<file path="config.mk">
export PLATFORM = sky130hd
export DESIGN_NAME = risc8_io_arbiter
export DESIGN_NICKNAME = d
export VERILOG_FILES = /design/src/rtl/risc8_io_arbiter.sv
export SDC_FILE = /design/constraint.sdc
export NUM_CORES = 1
export LEC_CHECK = 0
export BUFFER_PORTS_ARGS = -buffer_cell sky130_fd_sc_hd__buf_2
export CAP_MARGIN = 20
export CORE_UTILIZATION = 47
export DETAILED_ROUTE_END_ITERATION = 6
export PLACE_DENSITY = 0.83
export SLEW_MARGIN = 20
export SYNTH_ARGS = -nofsm -noshare
export SYNTH_HDL_FRONTEND = slang
export SYNTH_SLANG_ARGS = --single-unit
</file>
<file path="constraint.sdc">
create_clock -name clk -period 2 [get_ports clk]
set_clock_uncertainty 0.05 [all_clocks]
set_input_delay 0.2 -clock clk [delete_from_list [all_inputs] [get_ports clk]]
set_output_delay 0.2 -clock clk [all_outputs]
set_load 0.02 [all_outputs]
</file>
<file path="src/rtl/risc8_io_arbiter.sv">
// risc8_io_arbiter
// Two-master arbiter for the risc8 I/O register space (PORTB/DDRB/PINB etc).
// Master 0 is the CPU I/O bus, master 1 the debug/DMA port. One single-beat
// access at a time: IDLE (arbitrate + latch) -> ACCESS (strobe) -> DONE (ack).
// Round-robin between the masters, with an optional bounded lock. The lock
// lets the previous owner win ties for up to MAX_LOCK grants in a row, so
// that read-modify-write sequences stay atomic.
//
// Ports
//   clk, reset            rising-edge clock, synchronous active-low reset
//   mX_req/we/addr/wdata  master X request (level, held until mX_ack)
//   mX_lock               master X wants tie priority on its next access
//   mX_gnt                master X owns the bus (ACCESS or DONE)
//   mX_ack                one-cycle completion pulse
//   mX_rdata              read data, valid with mX_ack and held afterwards
//   io_addr/io_wdata      registered shared address / write data
//   io_we/io_re           one-cycle write / read strobes
//   io_rdata              combinational read data from the register bank
module risc8_io_arbiter #(
  parameter int ADDR_W   = 6,
  parameter int MAX_LOCK = 4
) (
  input  logic              clk,
  input  logic              reset,
  input  logic              m0_req,
  input  logic              m0_we,
  input  logic [ADDR_W-1:0] m0_addr,
  input  logic [7:0]        m0_wdata,
  input  logic              m0_lock,
  output logic              m0_gnt,
  output logic              m0_ack,
  output logic [7:0]        m0_rdata,
  input  logic              m1_req,
  input  logic              m1_we,
  input  logic [ADDR_W-1:0] m1_addr,
  input  logic [7:0]        m1_wdata,
  input  logic              m1_lock,
  output logic              m1_gnt,
  output logic              m1_ack,
  output logic [7:0]        m1_rdata,
  output logic [ADDR_W-1:0] io_addr,
  output logic [7:0]        io_wdata,
  output logic              io_we,
  output logic              io_re,
  input  logic [7:0]        io_rdata
);

  localparam int LCW = $clog2(MAX_LOCK + 1);
  localparam logic [LCW-1:0] LOCK_MAX = LCW'(MAX_LOCK);

  typedef enum logic [1:0] {IDLE, ACCESS, DONE} state_e;

  // Master inputs gathered into arrays indexed by master number.
  logic [1:0]             req, we_in, lock_in;
  logic [1:0][ADDR_W-1:0] addr_in;
  logic [1:0][7:0]        wdata_in;

  assign req      = {m1_req, m0_req};
  assign we_in    = {m1_we, m0_we};
  assign lock_in  = {m1_lock, m0_lock};
  assign addr_in  = {m1_addr, m0_addr};
  assign wdata_in = {m1_wdata, m0_wdata};

  state_e            state_q;
  logic              owner_q, owner_lock_q, rr_last_q;
  logic [LCW-1:0]    lock_cnt_q, lock_cnt_d;
  logic [1:0]        gnt_q, ack_q;
  logic [1:0][7:0]   rdata_q;
  logic [ADDR_W-1:0] io_addr_q;
  logic [7:0]        io_wdata_q;
  logic              io_we_q, io_re_q;

  // Winner selection. A lone requester always wins. On a tie the lock rule
  // is tried first; otherwise the master that did not win last time goes.
  logic win, by_lock;
  always_comb begin
    by_lock = 1'b0;
    win     = req[1] & ~req[0];
    if (&req) begin
      if (owner_lock_q && (lock_cnt_q < LOCK_MAX)) begin
        win     = owner_q;
        by_lock = 1'b1;
      end else begin
        win = ~rr_last_q;
      end
    end
  end

  // A lock-rule win always goes to the previous owner, so the count only
  // grows on a lock win and clears on every other grant. The lock rule
  // requires lock_cnt_q < LOCK_MAX, so the count saturates at MAX_LOCK.
  assign lock_cnt_d = by_lock ? lock_cnt_q + LCW'(1) : '0;

  always_ff @(posedge clk) begin
    if (!reset) begin
      state_q      <= IDLE;
      owner_q      <= 1'b0;
      owner_lock_q <= 1'b0;
      rr_last_q    <= 1'b1;
      lock_cnt_q   <= '0;
      gnt_q        <= '0;
      ack_q        <= '0;
      rdata_q      <= '0;
      io_addr_q    <= '0;
      io_wdata_q   <= '0;
      io_we_q      <= 1'b0;
      io_re_q      <= 1'b0;
    end else begin
      case (state_q)
        IDLE: if (|req) begin
          owner_q      <= win;
          owner_lock_q <= lock_in[win];
          rr_last_q    <= win;
          lock_cnt_q   <= lock_cnt_d;
          io_addr_q    <= addr_in[win];
          io_wdata_q   <= wdata_in[win];
          io_we_q      <= we_in[win];
          io_re_q      <= ~we_in[win];
          gnt_q        <= win ? 2'b10 : 2'b01;
          state_q      <= ACCESS;
        end
        ACCESS: begin
          // io_re_q is still high this cycle, so io_rdata is valid here.
          if (io_re_q) rdata_q[owner_q] <= io_rdata;
          io_we_q        <= 1'b0;
          io_re_q        <= 1'b0;
          ack_q[owner_q] <= 1'b1;
          state_q        <= DONE;
        end
        DONE: begin
          gnt_q   <= '0;
          ack_q   <= '0;
          state_q <= IDLE;
        end
        default: state_q <= IDLE;
      endcase
    end
  end

  assign m0_gnt   = gnt_q[0];
  assign m1_gnt   = gnt_q[1];
  assign m0_ack   = ack_q[0];
  assign m1_ack   = ack_q[1];
  assign m0_rdata = rdata_q[0];
  assign m1_rdata = rdata_q[1];
  assign io_addr  = io_addr_q;
  assign io_wdata = io_wdata_q;
  assign io_we    = io_we_q;
  assign io_re    = io_re_q;

endmodule

</file>
== Word-level counts from Yosys, hierarchy flattened ==
Index checks and enable logic that the tools add are counted.

* Register bits after elaboration: 44
* Bits of input ports: 44
* Output and inout port bits: 36
* Word-level logic and storage cells: 66

* $add $sub $neg: 1
* Order comparisons: 4
* Equality and inequality tests: 3
* Multiplexer cells: 28
* Bitwise logic cells: 5
* Reductions and logical operators: 12

{| class="wikitable"
|+ Operator list
! operator !! number
|-
| $mux W8 || 3
|-
| $bwmux W16 || 1
|-
| $mux W6 || 2
|-
| $pmux W2 S2 || 3
|-
| $mux W1 || 11
|-
| $reduce_and A2 Y1 || 5
|-
| $demux W8 S1 || 1
|-
| $mux W2 || 3
|-
| $reduce_bool A2 Y1 || 3
|-
| $lt A1 B2 Y1 const B || 2
|-
| $pmux W1 S2 || 2
|-
| $add A3 B1 Y3 const B || 1
|-
| $lt A3 B3 Y1 const B || 1
|-
| $mux W3 || 1
|-
| $not A1 Y1 || 3
|-
| $eq A2 B1 Y1 const B || 1
|-
| $eq A2 B2 Y1 const B || 1
|-
| $logic_and A1 B1 Y1 || 2
|-
| $logic_not A2 Y1 || 1
|-
| $ne A2 B2 Y1 const B || 1
|-
| $or A2 B2 Y2 || 1
|-
| $reduce_or A2 Y1 || 1
|-
| $and A1 B1 Y1 || 1
|-
| $demux W1 S1 || 1
|-
| $ge A1 B1 Y1 const B || 1
|}

== Longest topological paths before layout ==
* Depth after elaboration: 9
* Gate-level depth with buffers: 6

== Worst setup path after synthesis ==
OpenSTA, ideal clock, no wires.

* Path type: register -> register
* Start point: register state_q[0]
* End point: register gnt_q[0]
* Arrival: 1481 ps
* Data required time: 1874 ps
* Setup slack: 394 ps
* Cell stages (with the launch flop): 7
* Path through: dfxtp_1 -> inv_1 -> ha_1 -> nor3b_1 -> o21bai_1 -> nand2_1 -> a21boi_0

* Longest elaborated chain between the ends: 3
* Elaborated cells between the ends (all ways): 6

{| class="wikitable"
|+ Ends and longest elaborated chain
! what !! line !! source
|-
| start, declared || 64 || <nowiki>state_e state_q;</nowiki>
|-
| start signal, assigned || 96 || <nowiki>state_q <= IDLE;</nowiki>
|-
| start signal, assigned || 120 || <nowiki>state_q <= ACCESS;</nowiki>
|-
| start signal, assigned || 128 || <nowiki>state_q <= DONE;</nowiki>
|-
| $eq A2 B2 Y1 or $logic_not A2 Y1 (tied branches) || 109 || <nowiki>case (state_q)</nowiki>
|-
| $reduce_bool A2 Y1 (no line) or $ne A2 B2 Y1 (tied branches) || - ||
|-
| $reduce_and A2 Y1 (no line) || - ||
|-
| end signal, assigned || 119 || <nowiki>gnt_q <= win ? 2'b10 : 2'b01;</nowiki>
|-
| end, declared || 67 || <nowiki>logic [1:0] gnt_q, ack_q;</nowiki>
|}

Parallel ways exist; a longest one is shown, timed or not.
A chain may end at the register's enable or synchronous reset.

== Final worst setup path ==
* Start point: register owner_q
* End point: register owner_lock_q

* Longest elaborated chain between the ends: 4

{| class="wikitable"
|+ Ends and longest elaborated chain
! what !! line !! source
|-
| start, declared || 65 || <nowiki>logic owner_q, owner_lock_q, rr_last_q;</nowiki>
|-
| start signal, assigned || 111 || <nowiki>owner_q <= win;</nowiki>
|-
| $mux W1 || 80 || <nowiki>if (owner_lock_q && (lock_cnt_q < LOCK_MAX)) begin</nowiki>
|-
| $mux W1 || 79 || <nowiki>if (&req) begin</nowiki>
|-
| $mux W1 (not written as such) (2 in a row) || 112 || <nowiki>owner_lock_q <= lock_in[win];</nowiki>
|-
| end signal, assigned || 112 ||
|-
| end, declared || 65 ||
|}

No other way between the ends. The select of a mux whose other input is x is not followed.

==> impl_metrics.ini <==
[status]
status = completed

[floorplanning]
initial_core_util_pct = 50.0
die-area_um2 = 4240
fp.dieW_um = 65.1
die_h_um = 65.1
core_area_um2 = 3740
rows = 22
pin_count = 80

[cts]
cts-buffers-inserted = 5
worstSkewPairLatency_ns = 0.29
post_cts_buffers = 0
clock_tree.buffer_depth = 2
ctsResizeCount = 0
cts_hold_buf = 0
cts_tree = yes
cts_root_buffer = clkbuf_8
path_clk_slew_ns = 0.08
htree_levels = 2
cts_sinks = 44

[power_and_ir_drop]
p_sw_w = 0.000608
power.share.sequential_pct = 46.6
ir_drop_mv = 0.504
p_leak_nw = 1.25
comb_power_share_pct = 22.6
powerDensity_nw_per_um2 = 875
p_clk_share_pct = 30.7
p_int_w = 0.00153
sw_frac_of_total_pct = 28.5

[detailed_routing]
num_vias = 1611
ant_nets = 0
drt_pre_antenna_iters = 4
viasPerCell = 5.05
drt-initial-drc-count = 79
drt-total-wl_um = 4000
drc = 0
wire_per_inst_um = 12.5

[grt]
antenna_found_initial = 0
grt_max_degree = 47
overflow = 0
first_global_vias = 1464
grt_pass1_wl_um = 6350
grt_usage_pct = 19.5

[placed_design]
dpl.cell_count = 311
port_buffers = 79
gp_congestion = 0.744
place_hpwl_um = 2870

[critical_path]
cp.arrival_ns = 1.82
worst_r2r_startpoint = owner_q
cp-startpoint = owner_q
cp.required_ns = 2.13
path_class = flop to flop
worst_setup_path_end_kind = flop
critPathLaunchType = flop
worstPathMaxFanout = 14

[logic_synthesis]
yosys-top-cells-count = dfxtp_1 (44), mux2i_1 (34), nor2b_1 (20), o21ai_0 (18), a21oi_1 (17)
synth.cell_area_um2 = 1870
syn_nets = 236
ys_seq_area_share_pct = 47.0
yosysTopAreaCellShare_pct = 47.0
synth_area_leaders = dfxtp_1 (47%), mux2i_1 (18%), nor2b_1 (6.7%), o21ai_0 (4.8%), a21oi_1 (4.5%)
netlist_instances = 187
yosysTopAreaCell = dfxtp_1
synth-async-reset-ratio_pct = 0
synthFlopType = dfxtp_1
ys_warn_count = 0
ys_ff_latch = 44
ys_types = 28
synth_edf_count = 0
avgSynthCellArea_um2 = 10.0
synth_most_common_cell = dfxtp_1

[final_layout]
syn_to_final_growth_pct = 30.2
nets = 319
fin_cells = 319
fillers = 326
final_util_pct = 65.1
antennaDiodeCount = 0
layout-drive-gt1-share_pct = 34.7

[worst_hold_path]
min_path_type = input pin to flop
worstHoldStart = io_rdata[6]

[timing]
hold_violations = 0
holdWs_ns = 0.127
setup_violations = 0
fmax_ghz = 0.591
tightest_slew_ns = 0.666
finalCritPeriodShare_pct = 84.6
final_max_slew_viol_count = 0
rsz0062_at_grt = false
min_period_ns = 1.69
tns_ns = 0
slew_headroom_pct = 55.6

[run]
drv_cap = 0
## metrics by stage
stage	worst slack, ns	instance area, um^2	total power [W]
floorplan	0.394	1870	0.00133
global placement	0.378	2330	0.00148
detailed placement	0.318	2330	0.00150
CTS	0.310	2440	0.00215
global route	0.203	2440	0.00225
finish	0.308	2440	0.00213
## worst max-delay path, cell delays in order (launching register included)
cell and delay [ns]:
dfxtp_1 0.39, and4bb_1 0.25, a311oi_4 0.28, buf_4 0.29, mux2i_1 0.23, a21oi_1 0.08
## power groups by stage
stage | sequential [W] | clock, W | combinational [W]
floorplan | 0.00109 | 0 | 0.000242
global placement | 0.00101 | 0 | 0.000470
detailed placement | 0.00101 | 0 | 0.000483
CTS | 0.000995 | 0.000673 | 0.000485
global route | 0.00101 | 0.000722 | 0.000527
finish | 0.000995 | 0.000656 | 0.000483
## sequential cells by signal, summed over array words and instances, names as in the netlist
name	cells
io_addr	6
io_wdata	8
rr_last_q	1
gnt_q	2
m0_rdata	8
io_we	1
state_q	2
ack_q	2
io_re	1
owner_q	1
lock_cnt_q	3
owner_lock_q	1
m1_rdata	8
## cells by family after synthesis
family | after synthesis | share of synthesized area, %
AO/OA/AOI/OAI | 46 | 14.3
adder cells (fa/ha/maj) | 5 | 3.34
buffers and inverters | 15 | 4.28
flip-flops | 44 | 47.0
multiplexers | 34 | 18.2
AND/OR/NAND/NOR | 43 | 12.9
## layer usage
metal  global-route usage [%]  wire length, um
met5                        0                0
met4                     7.34               66
met3                     5.73              184
met2                     34.0             1980
met1                     22.5             1760
## placed cells by master (no fill, tap or decap)
cell and count:
o21ai_0 18, and2_1 1, o211ai_1 1, clkbuf_1 1
buf_4 7, o211a_1 1, bufinv_16 1, mux2i_1 34
o21a_1 1, o21bai_1 1, nor2b_1 20, nor3b_1 1
and4bb_1 1, dfxtp_1 44, nand2b_1 2, or3_1 1
clkbuf_8 5, inv_1 5, a41o_1 1, a21boi_1 1
clkinv_2 1, o21ai_1 1, nand2_1 7, nor2_1 4
ha_1 5, a21boi_0 1, a311oi_4 1, buf_2 79
nand3_1 6, a21oi_1 17, a22oi_1 2
## cell type report
class | instances | area [um^2] | share of cell area, %
inverters | 5 | 18.8 | 0.770
multi-input cells | 128 | 923 | 37.9
clock buffers | 6 | 72.6 | 2.98
flip-flops and latches | 44 | 881 | 36.1
clock inverters | 2 | 35.0 | 1.44
repair buffers | 86 | 448 | 18.4
well taps | 48 | 60.1 | 2.46
## path summary, 6_finish.rpt
check                      end  slack (ns)  cells past startpoint
setup / recovery  owner_lock_q        0.31                      5
hold / removal     m0_rdata[6]        0.13                      3
setup reg to reg  owner_lock_q        0.31                      5
hold reg to reg       gnt_q[1]        0.42                      2
Note: power is estimated with default switching activity, not from simulation.
